===== config.mk =====
export PLATFORM = sky130hd
export DESIGN_NAME = pc_fetch_unit
export DESIGN_NICKNAME = d
export VERILOG_FILES = /design/src/rtl/pc_fetch_pkg.sv /design/src/rtl/pc_fetch_unit_fetch_queue.sv /design/src/rtl/pc_fetch_unit.sv
export SDC_FILE = /design/constraint.sdc
export NUM_CORES = 1
export LEC_CHECK = 0
export CORE_AREA = 3 3 175 109
export CTS_BUF_LIST = sky130_fd_sc_hd__clkbuf_16
export CTS_CLUSTER_SIZE = 28
export DETAILED_ROUTE_END_ITERATION = 12
export DIE_AREA = 0 0 178 112
export PLACE_DENSITY = 0.68
export REMOVE_ABC_BUFFERS = 1
export SYNTH_ARGS = -nofsm -noshare
export SYNTH_HDL_FRONTEND = slang
export SYNTH_SLANG_ARGS = --single-unit

===== constraint.sdc =====
create_clock -name clk -period 2.42 [get_ports clk]
set_input_delay 0.605 -clock clk [delete_from_list [all_inputs] [get_ports clk]]
set_output_delay 0.605 -clock clk [all_outputs]
set_load 0.02 [all_outputs]

===== src/rtl/pc_fetch_pkg.sv =====
// Shared constants and types for the instruction-fetch front end.
// Contents: XLEN default, NOP_INSTR (addi x0,x0,0), PC_STEP, fetch_entry_t.
package pc_fetch_pkg;

    localparam int unsigned XLEN      = 32;
    localparam int unsigned ILEN      = 32;
    localparam int unsigned PC_STEP   = 4;
    localparam logic [ILEN-1:0] NOP_INSTR = 32'h0000_0013;

    // One fetched instruction together with the PC it was read from
    typedef struct packed {
        logic [XLEN-1:0] pc;
        logic [ILEN-1:0] instr;
    } fetch_entry_t;

endpackage


===== src/rtl/pc_fetch_unit_fetch_queue.sv =====
// Two-entry FIFO decoupling instruction fetch from decode stalls.
// Ports:
//   clk, rst       clock, asynchronous active-low reset
//   i_push/i_data  write one entry
//   i_pop          retire the head entry
//   i_flush        drop all entries (wins over push/pop)
//   o_count        occupancy 0..2
//   o_head         head entry (stale data when o_count==0)
module fetch_queue #(
    parameter int unsigned DW = 64
) (
    input  logic          clk,
    input  logic          rst,
    input  logic          i_push,
    input  logic          i_pop,
    input  logic          i_flush,
    input  logic [DW-1:0] i_data,
    output logic [1:0]    o_count,
    output logic [DW-1:0] o_head
);

    logic [DW-1:0] r_mem [2];
    logic          r_wr_ptr;
    logic          r_rd_ptr;
    logic [1:0]    r_count;
    logic          w_push;
    logic          w_pop;

    // A push while full is only legal when the head leaves in the same cycle
    assign w_pop  = i_pop && (r_count != 2'd0);
    assign w_push = i_push && ((r_count != 2'd2) || w_pop);

    // Storage, pointers and occupancy
    always_ff @(posedge clk or negedge rst) begin
        if (!rst) begin
            r_mem[0] <= '0;
            r_mem[1] <= '0;
            r_wr_ptr <= 1'b0;
            r_rd_ptr <= 1'b0;
            r_count  <= 2'd0;
        end else if (i_flush) begin
            r_wr_ptr <= 1'b0;
            r_rd_ptr <= 1'b0;
            r_count  <= 2'd0;
        end else begin
            if (w_push) begin
                r_mem[r_wr_ptr] <= i_data;
                r_wr_ptr        <= ~r_wr_ptr;
            end
            if (w_pop) begin
                r_rd_ptr <= ~r_rd_ptr;
            end
            case ({w_push, w_pop})
                2'b10:   r_count <= r_count + 2'd1;
                2'b01:   r_count <= r_count - 2'd1;
                default: r_count <= r_count;
            endcase
        end
    end

    assign o_count = r_count;
    assign o_head  = r_mem[r_rd_ptr];

endmodule


===== src/rtl/pc_fetch_unit.sv =====
// Instruction-fetch front end: PC register, same-cycle imem read, and a
// 2-entry {pc, instr} queue toward IF/ID with a valid/ready handshake.
// EX redirects flush the queue and restart fetch at the target.
// Optional feature macro: PC_MISALIGN_TRAP_EN (sticky misaligned-redirect
// trap that halts fetch until reset). Without it, target bits [1:0] are
// cleared and misalign_err is tied low.
// Ports:
//   clk, rst                 clock, asynchronous active-low reset
//   imem_addr/req/rdata      instruction memory fetch
//   redirect_valid/pc        taken branch/jump from EX
//   out_valid/ready/pc/instr queue head toward IF/ID
//   misalign_err             sticky trap flag
module pc_fetch_unit #(
    parameter int unsigned           XLEN     = pc_fetch_pkg::XLEN,
    parameter logic [XLEN-1:0]       RESET_PC = '0
) (
    input  logic            clk,
    input  logic            rst,
    output logic [XLEN-1:0] imem_addr,
    output logic            imem_req,
    input  logic [31:0]     imem_rdata,
    input  logic            redirect_valid,
    input  logic [XLEN-1:0] redirect_pc,
    output logic            out_valid,
    input  logic            out_ready,
    output logic [XLEN-1:0] out_pc,
    output logic [31:0]     out_instr,
    output logic            misalign_err
);
    import pc_fetch_pkg::*;

    localparam int unsigned EW = XLEN + 32;

    logic [XLEN-1:0] r_pc;
    logic [XLEN-1:0] w_target;
    logic            w_pc_load;
    logic            w_halted;
    logic            w_fetch;
    logic            w_pop;
    logic            w_empty;
    logic [1:0]      w_count;
    logic [EW-1:0]   w_head;

`ifdef PC_MISALIGN_TRAP_EN
    logic r_halted;
    logic r_misalign_err;
    logic w_misaligned;

    // Once halted, redirects are ignored; a misaligned target traps instead of loading
    assign w_misaligned = redirect_valid && !r_halted && (redirect_pc[1:0] != 2'b00);
    assign w_pc_load    = redirect_valid && !r_halted && !w_misaligned;
    assign w_target     = redirect_pc;
    assign w_halted     = r_halted;
    assign misalign_err = r_misalign_err;

    // Sticky trap state, cleared only by reset
    always_ff @(posedge clk or negedge rst) begin
        if (!rst) begin
            r_halted       <= 1'b0;
            r_misalign_err <= 1'b0;
        end else if (w_misaligned) begin
            r_halted       <= 1'b1;
            r_misalign_err <= 1'b1;
        end
    end
`else
    logic w_unused_rpc_lsb;

    // Targets are word-aligned by construction
    assign w_pc_load        = redirect_valid;
    assign w_target         = {redirect_pc[XLEN-1:2], 2'b00};
    assign w_unused_rpc_lsb = ^redirect_pc[1:0];
    assign w_halted         = 1'b0;
    assign misalign_err     = 1'b0;
`endif

    // Handshake: a redirect hides the head and blocks both pop and fetch
    assign w_empty   = (w_count == 2'd0);
    assign out_valid = !w_empty && !redirect_valid;
    assign w_pop     = out_valid && out_ready;
    assign w_fetch   = !redirect_valid && !w_halted && ((w_count != 2'd2) || w_pop);

    // Flops are held in reset, so only the visible request needs the reset gate
    assign imem_req  = w_fetch && rst;
    assign imem_addr = r_pc;

    assign out_pc    = w_empty ? '0        : w_head[EW-1 -: XLEN];
    assign out_instr = w_empty ? NOP_INSTR : w_head[31:0];

    // Program counter: redirect beats sequential advance; wraps modulo 2^XLEN
    always_ff @(posedge clk or negedge rst) begin
        if (!rst) begin
            r_pc <= RESET_PC;
        end else if (w_pc_load) begin
            r_pc <= w_target;
        end else if (w_fetch) begin
            r_pc <= r_pc + XLEN'(PC_STEP);
        end
    end

    fetch_queue #(
        .DW (EW)
    ) u_fetch_queue (
        .clk     (clk),
        .rst     (rst),
        .i_push  (w_fetch),
        .i_pop   (w_pop),
        .i_flush (redirect_valid),
        .i_data  ({r_pc, imem_rdata}),
        .o_count (w_count),
        .o_head  (w_head)
    );

endmodule

### Yosys cells after proc, flatten, opt, wreduce, memory -nomap -nowiden

Index checks and enable logic that the tools add are counted.

* register bits: 164
* input port bits: 68
* output and inout bits: 99

* $add $sub $neg: 3
* order comparisons: 3
* eq/ne operators: 3
* multiplexer cells: 16
* bitwise logic cells: 5
* reductions and logical operators: 18

Operator list (count)
* 64-bit two-way mux: 4
* 128-bit bitwise mux: 1
* 32-bit two-way mux: 4
* 64-bit demux with 1-bit select: 1
* 32-bit by 3-bit adder with 32-bit output (second input constant): 1
* 2-bit nonzero test: 4
* 1-bit logical AND: 7
* 2-bit greater-or-equal comparator (second input constant): 2
* 1-bit two-way mux: 4
* 1-bit NOT with 2-bit output: 2
* 2-bit case mux with 2 select lines: 1
* 1-bit NOT: 3
* 3-bit nonzero test: 1
* 2-bit by 1-bit adder with 2-bit output (second input constant): 1
* 2-bit by 1-bit == test with 1-bit output (second input constant): 1
* 2-bit == test (second input constant): 1
* 1-bit zero test: 2
* 2-bit zero test: 1
* 1-bit logical OR: 2
* 2-bit by 1-bit less-than comparator with 1-bit output (second input constant): 1
* 2-bit two-way mux: 1
* 2-bit != test (second input constant): 1
* 2-bit AND reduction: 1
* 2-bit by 1-bit subtractor with 2-bit output (second input constant): 1

### Longest topological paths before layout

Gate-level depths: netlist (run 1).

* depth in word-level cells: 10
* mapped depth: 10

### Modules after synthesis

A second synthesis (run 1) with hierarchy kept.

* cells, all modules: 641
* area total of the unflattened synthesis: 8169.1 um^2

By module, submodules not included
* fetch_queue: instances 1, cells an instance 365, area each 5913.2 um^2
* pc_fetch_unit: instances 1, cells an instance 276, area each 2255.9 um^2

### Worst setup path before layout (run 1)

No wires, ideal clock.

* kind: register to output
* start: register u_fetch_queue.r_rd_ptr
* end: output port out_instr[2]
* data arrival time: 1561 ps
* required time: 1815 ps
* slack: 254 ps
* cell stages (with the launch flop): 5
* path through: dfrtp_1 > clkbuf_1 > buf_1 > mux2i_1 > nor2_1

* cells in the longest elaborated chain, start to end: 5

RTL lines
* start, declared: line pc_fetch_unit_fetch_queue.sv:24 `logic r_rd_ptr;`
* start signal, assigned: line pc_fetch_unit_fetch_queue.sv:51 `r_rd_ptr <= ~r_rd_ptr;`
* 1-bit NOT with 2-bit output (implied by the code): line pc_fetch_unit_fetch_queue.sv:62 `assign o_head = r_mem[r_rd_ptr];`
* 64-bit two-way mux (implied by the code) (3 in series): line pc_fetch_unit_fetch_queue.sv:62
* 32-bit two-way mux: line pc_fetch_unit.sv:88 `assign out_instr = w_empty ? NOP_INSTR : w_head[31:0];`
* end, declared: line pc_fetch_unit.sv:27 `output logic [31:0] out_instr,`

No other way between the ends. The select of a mux whose other input is x is not followed.

### Final worst setup path (run 1)

* start: register u_fetch_queue.r_count[0] (netlist: u_fetch_queue.o_count[0])
* end: output port imem_req

* cells in the longest elaborated chain, start to end: 7

RTL lines
* start, declared: line pc_fetch_unit_fetch_queue.sv:25 `logic [1:0] r_count;`
* start signal, assigned: line pc_fetch_unit_fetch_queue.sv:54 `2'b10: r_count <= r_count + 2'd1;`
* start signal, assigned: line pc_fetch_unit_fetch_queue.sv:55 `2'b01: r_count <= r_count - 2'd1;`
* start signal, assigned: line pc_fetch_unit_fetch_queue.sv:56 `default: r_count <= r_count;`
* 2-bit zero test: line pc_fetch_unit.sv:78 `assign w_empty = (w_count == 2'd0);`
* 1-bit zero test: line pc_fetch_unit.sv:79 `assign out_valid = !w_empty && !redirect_valid;`
* 1-bit logical AND: line pc_fetch_unit.sv:79
* 1-bit logical AND: line pc_fetch_unit.sv:80 `assign w_pop = out_valid && out_ready;`
* 1-bit logical OR (*): line pc_fetch_unit.sv:81 `assign w_fetch = !redirect_valid && !w_halted && ((w_count != 2'd2) || w_pop);`
* 1-bit logical AND (*): line pc_fetch_unit.sv:81
* 1-bit logical AND (*): line pc_fetch_unit.sv:84 `assign imem_req = w_fetch && rst;`
* end, declared: line pc_fetch_unit.sv:20 `output logic imem_req,`

Every way passes the cells marked *; elsewhere a longest branch is shown, timed or not.

==> reports/summary.txt, run 1 <==
Gr usage total: 0.198
# DRC: 0
Share of cells above drive strength 1: 0.335
Clock Latency Late Sink: 0.42 ns
Crit Path Class: flip-flop to output pin
TritonRoute pass-1 iters: 5
Status: finished clean
Cell mode on critical path: and2_1
Via count of the first global-routing pass: 5637
Placer Congestion: 0.786
Routed vias/inst: 5.11
EDFF count, synth: 0
CP max stage delay: 0.36 ns
Total number of vias: 5356
HP Class: input pin to async pin
Antenna diodes: 0
ANT nets after route: 0
Ys Warns: 0
Worst R2R End: imem_addr[14]$_DFFE_PN0P_
CP Data Required Time: 1.81 ns
Detailed Route WL: 19700 um
DRT iter0 DRCs: 251
Critical Path Sink Type: output pin
GRT overflow: 0
CP arrival: 1.76 ns
Final Slew Violations: 0
Number of buffers created by CTS: 17
Fin. Hold Viols: 0
Sw Pwr: 4.83 mW
IO Port Bufs: 159
Most used flip-flop cell after synthesis: dfrtp_1
Clk sinks: 158
Fmax: 0.424 GHz
Sequential area share after synthesis: 0.506
Clk slew on worst S/H paths: 0.06 ns
Fraction of registers with async set/reset: 1.00
Post-Syn Area: 7820 um^2
Register area: 3960 um^2
IO Pins: 167
Pwr per Cell Area: 1290 nW/um^2
Clock power share: 0.201
Row cnt: 38
Gate power share: 0.456
Fillers: 1466
H-tree Lvls: 4
Synth cell types: 44
Max-cap violations: 0
Most common cell after layout, fill and taps aside: dfrtp_1
Initial Utilization: 0.441
Switch share: 0.367
Final HPWL DP: 12800 um
Worst Clk Skew: 0.0100 ns
TritonCTS clock tree: yes
R2R Setup Slk: 0.18 ns
Footprint of the multi-input gates: 3630 um^2
Slowest cell on crit path: dfrtp_1
Post-route minimum period: 2.36 ns
Most frequent cells in the layout: 157 x dfrtp_1, 92 x clkdlybuf4s50_1, 67 x nor2_1
CP Cell Sequence: inv_1, ha_4, nand2b_4, and2_1, nor2_2, and2_1, buf_2
CP Max Fanout: 2
Max-slew headroom: 0.432
Startpoint Class: flip-flop
Synth-to-layout area growth: 30.5%
Post-Route Utilization: 0.575
First-pass GRT wire length: 30800 um
RSZ-0062 raised after global routing: yes
CTS root buf: clkbuf_16
Largest net degree at the start of global routing: 159
Register bit total from synthesis: 158
Mean routed wirelength per cell: 18.8 um
Die span in x: 178 um
Peak VDD IR: 0.000616 V
Worst-margin pin slew: 0.852 ns
Initial antenna violation count: 0
Period Utilization, post-route: 0.976
Power, Total: 13.2 mW
Die Area: 19900 um^2
Final setup viols: 0
# nets final: 867
Cell count after synthesis: 622
Avg Cell Area, Syn: 12.6 um^2
Clock Tree Buf Depth: 2
Seq pwr share: 0.344
Die Height: 112 um
Design internal power: 8.32 mW
Area of the core: 17700 um^2
Worst r2r src: u_fetch_queue.o_count[0]$_DFFE_PN0P_
Pleak: 4.41 nW
FF-to-FF path depth: 9
sequential cells by signal (all words and copies together) (netlist names):
| name | count |
|---|---|
| imem_addr | 30 |
| u_fetch_queue.o_count | 2 |
| u_fetch_queue.r_mem | 124 |
| u_fetch_queue.r_wr_ptr | 1 |
| u_fetch_queue.r_rd_ptr | 1 |
Yosys cell counts (5+ instances only):
cell type,count,area (um^2)
xnor2_1,16,140
buf_2,12,60.1
nand2_1,36,135
mux2i_1,61,611
dfrtp_1,158,3950
nand4_1,9,56.3
nand3_1,12,60.1
nor3_1,5,25.0
buf_6,8,90.1
xor2_1,15,131
o21ai_1,5,25.0
mux2_4,60,901
clkbuf_1,15,56.3
nor2_1,70,263
o21ai_0,20,100
buf_4,6,45.0
mux2_2,63,709
cell type report:
cell class,instances,share of cell area
Inverter,4,0.00147
Multi-Input combinational cell,421,0.355
Clock inverter,15,0.0143
Tap cell,240,0.0294
Sequential cell,158,0.388
Clock buffer,17,0.0417
Timing Repair Buffer,194,0.170
how the worst max path moves through the flow:
stage                                         start                                  end  slack, ns  cells after the start
6_report       u_fetch_queue.o_count[0]$_DFFE_PN0P_                             imem_req       0.06                      7
5_1_grt        u_fetch_queue.o_count[1]$_DFFE_PN0P_                             imem_req      -0.05                      7
4_1_cts        u_fetch_queue.o_count[0]$_DFFE_PN0P_                         out_instr[9]      -0.02                      6
3_5_place_dp                              out_ready                             imem_req      -0.46                      6
3_3_place_gp                              out_ready                             imem_req      -0.45                      6
2_1_floorplan  u_fetch_queue.o_count[0]$_DFFE_PN0P_  u_fetch_queue.r_mem[13]$_DFFE_PN0P_      -2.28                      7
kinds of logic (layout without fill, tap and decap cells):
kind of cell / after synthesis / after routing / synth area share
DFF: 158 / 158 / 0.506
and+or+nand+nor: 159 / 159 / 0.0967
muxes: 188 / 188 / 0.290
AOI/OAI and AO/OA: 35 / 35 / 0.0326
xor gates and xnor gates: 31 / 31 / 0.0347
other: 1 / 5 / 0.000480
buffers and inverters: 47 / 230 / 0.0351
adders and majority gates: 3 / 3 / 0.00480
power by group through the flow:
stage	combinational (mW)	clock [mW]	sequential, mW
after global placement	6.26	0	4.43
after CTS	6.11	2.70	4.50
final	5.99	2.64	4.52
after detailed placement	6.36	0	4.53
after floorplan	3.82	0	4.50
after global routing	6.43	2.82	4.66
through the flow:
stage | setup TNS [ns] | worst slack [ns] | cells | hold WS (ns) | cell area (um^2)
floorplan | -279.02 | -2.28 | 583 | 0.309 | 7570
global placement | -9.23 | -0.446 | 1014 | 0.466 | 9820
detailed placement | -11.36 | -0.458 | 1014 | 0.480 | 9820
CTS | -0.0516 | -0.0151 | 1046 | 0.400 | 10400
global route | -0.0493 | -0.0493 | 1049 | 0.432 | 10200
finish | 0 | 0.0589 | 1049 | 0.351 | 10200
per-layer routing:
metal | GRT usage | vias to the layer above | wire, um
li1 | - | 2498 | -
met1 | 0.291 | 2694 | 9740
met2 | 0.289 | 154 | 8480
met3 | 0.0620 | 10 | 1370
met4 | 0.0403 | 0 | 116
met5 | 0 | - | 0
what timing repair did:
action	in CTS	in global routing
gates cloned	0	2
endpoints found under the hold margin	0	0
pin swaps	1	0
setup buffers	0	1
setup endpoints to repair	64	59
hold buffers	0	0
gates resized for setup	167	67
critical path, delay by kind of cell, from the launching register on:
kind          cells  cell delay, ns
fa+ha+maj         1            0.18
flops             1            0.36
simple gates      4            0.53
buf+inv           2            0.25
No activity file was read; power rests on OpenSTA's default activity.
==> run 2, diff against run 1 <==
--- a/config.mk
+++ b/config.mk
@@ -10,7 +10,8 @@
 export CTS_CLUSTER_SIZE = 28
 export DETAILED_ROUTE_END_ITERATION = 12
 export DIE_AREA = 0 0 178 112
-export PLACE_DENSITY = 0.68
+export GPL_TIMING_DRIVEN = 0
+export PLACE_DENSITY = 0.71
 export REMOVE_ABC_BUFFERS = 1
 export SYNTH_ARGS = -nofsm -noshare
 export SYNTH_HDL_FRONTEND = slang
==> constraint.sdc (replaced) <==
create_clock -name clk -period 2.17 [get_ports clk]
set_input_delay 0.5425 -clock clk [delete_from_list [all_inputs] [get_ports clk]]
set_output_delay 0.5425 -clock clk [all_outputs]
set_load 0.02 [all_outputs]
==> run 2 against run 1 <==
Effect of this change:
- the run now ends with negative setup slack left
- highest routed layer unchanged
- largest cell class is now multi-input gates
- global-route usage is 2.3 points higher
- sequential cell count unchanged
- power up 40%
- final area is 15% higher
- critical path type unchanged
- core utilization up 8.4 points
- clock power is 23% higher
- sequential share of layout area is 4.9 points lower
- critical path depth is 1 higher
- die area unchanged
==> reports/summary.txt, run 2 (same netlist as run 1, synthesis figures left out) <==
GRT overflow: 0 (unchanged)
Post-Route Utilization: 0.659 (+0.0837)
Number of buffers created by CTS: 17 (unchanged)
Max-cap violations: 0 (unchanged)
Dpl cell area: 9670 um^2 (-1.6%)
Crit Path Class: flip-flop to output pin
H-tree Lvls: 4 (unchanged)
First-pass GRT wire length: 33700 um (+9.2%)
Final Slew Violations: 0 (unchanged)
Synth-to-layout area growth: 49.5%
Row cnt: 38 (unchanged)
Max reg flops: 124 (unchanged)
CP Max Fanout: 5 (+3)
CP arrival: 1.91 ns (+0.15 ns)
ANT nets after route: 0 (unchanged)
IO Pins: 167 (unchanged)
TritonRoute pass-1 iters: 4 (-1)
Die Area: 19900 um^2 (unchanged)
RSZ-0062 raised after global routing: yes
Die Height: 112 um (unchanged)
Status: finished, violations left
CTS root buf: clkbuf_16
Period Utilization, post-route: 1.13
Clock Tree Buf Depth: 2 (unchanged)
Fmax: 0.408 GHz
Critical Path Start: u_fetch_queue.r_rd_ptr$_DFFE_PN0P_
Most frequent cells in the layout: 155 x dfrtp_1, 85 x clkdlybuf4s50_1, 63 x mux2_2
Pwr per Cell Area: 1580 nW/um^2 (+22%)
Startpoint Class: flip-flop
Worst-margin pin slew: 0.581 ns (-0.271 ns)
Via count of the first global-routing pass: 5948 (+5.5%)
Die span in x: 178 um (unchanged)
Max-slew headroom: 0.612 (+0.181)
Total number of vias: 5704 (+6.5%)
Most common cell after layout, fill and taps aside: dfrtp_1
HP Class: input pin to async pin
R2R Setup Slk: -0.04 ns (-0.22 ns)
Worst r2r src: u_fetch_queue.o_count[0]$_DFFE_PN0P_
Critical Path Sink Type: output pin
Worst R2R End: imem_addr[14]$_DFFE_PN0P_
# DRC: 0 (unchanged)
Largest Register: u_fetch_queue.r_mem
Clk slew on worst S/H paths: 0.06 ns (about the same)
Failing checks: negative setup slack
Final setup viols: 56 (+56)
Pre-CTS WS: -1.08 ns (-0.620 ns)
Initial Utilization: 0.441 (unchanged)
DRT iter0 DRCs: 339 (+35%)
Antenna diodes: 0 (unchanged)
FF-to-FF path depth: 9 (unchanged)
Mean routed wirelength per cell: 21.2 um (+13%)
Placer Congestion: 0.795 (+1.1%)
Pleak: 4.93 nW (+12%)
Post-route minimum period: 2.45 ns
Fin. Hold Viols: 0 (unchanged)
TritonCTS clock tree: yes
Gr usage total: 0.221 (+0.0229)
Fin area: 11700 um^2 (+15%)
Initial antenna violation count: 0 (unchanged)
Routed vias/inst: 5.29 (+3.5%)
Final HPWL DP: 12500 um (-2.8%)
Area of the core: 17700 um^2 (unchanged)
Detailed Route WL: 22900 um (+16%)
# nets final: 897 (+3.5%)
Fillers: 1244 (-15%)
Worst Clk Skew: 0.00870 ns (-0.00130 ns)
CP Data Required Time: 1.63 ns (-0.18 ns)
IO Port Bufs: 159 (unchanged)
Largest net degree at the start of global routing: 86 (-46%)
Clk sinks: 158 (unchanged)
Final worst-path setup slack: -0.282 ns (-0.341 ns)
Peak VDD IR: 0.000797 V (+29%)
Clock Latency Late Sink: 0.43 ns (about the same)
Share of cells above drive strength 1: 0.451 (+0.116)
==> run 2: metal layers <==
metal / global-route usage / routed length [um] / vias to the layer above
li1: - / - / 2577
met1: 0.313 / 10900 / 2928
met2: 0.334 / 10300 / 172
met3: 0.0600 / 1350 / 27
met4: 0.0622 / 327 / 0
met5: 0 / 0 / -
==> run 2: report_power, final <==
group          switching, mW  internal (mW)
logic                   4.51           5.48
clock network           1.31           1.95
registers              0.958           4.22
==> run 2: worst max path at each step <==
| stage | to | slack, ns | cells after the start |
|---|---|---|---|
| CTS | imem_req | -0.32 | 6 |
| floorplan | u_fetch_queue.r_mem[13]$_DFFE_PN0P_ | -2.53 | 7 |
| finish | out_instr[19] | -0.28 | 8 |
| global route | out_instr[19] | -0.33 | 8 |
| global placement | u_fetch_queue.r_mem[95]$_DFFE_PN0P_ | -5.68 | 1 |
| detailed placement | imem_req | -1.08 | 7 |
==> run 2: per-stage QoR <==
stage | power (mW) | std cells | hold slack, ns | TNS, ns
5_1_grt | 19.3 | 1079 | 0.0745 | -12.22
3_5_place_dp | 11.9 | 990 | 0.475 | -126.88
6_report | 18.4 | 1079 | 0.0508 | -8.22
3_3_place_gp | 11.3 | 982 | 0.467 | -1612.43
2_1_floorplan | 9.27 | 583 | 0.247 | -330.52
4_1_cts | 17.0 | 1061 | 0.0557 | -18.28
==> run 2: cell type report <==
| class | instances | area [um^2] | share of cell area |
|---|---|---|---|
| sequential | 158 | 3960 | 0.339 |
| timing repair buffer | 223 | 2650 | 0.227 |
| tap | 240 | 300 | 0.0257 |
| inverter | 4 | 15.0 | 0.00128 |
| multi-input combinational | 422 | 4130 | 0.354 |
| clock buffer | 17 | 425 | 0.0364 |
| clock inverter | 15 | 206 | 0.0177 |
==> run 2: what timing repair did <==
action / 4_1_cts / 5_1_grt
buffers inserted: 32 / 14
endpoints found under the setup margin: 223 / 145
pin swaps: 11 / 33
resized for setup: 402 / 133
hold buffers: 0 / 0
cloned: 7 / 6
==> run 2: worst max-delay path: stages (launching register included) <==
cell and delay (ns):
dfrtp_4 0.51, buf_6 0.14, buf_12 0.12, buf_8 0.12, buf_16 0.14, buf_8 0.12, mux2i_1 0.14, nor2_1 0.05
buf_4 0.15
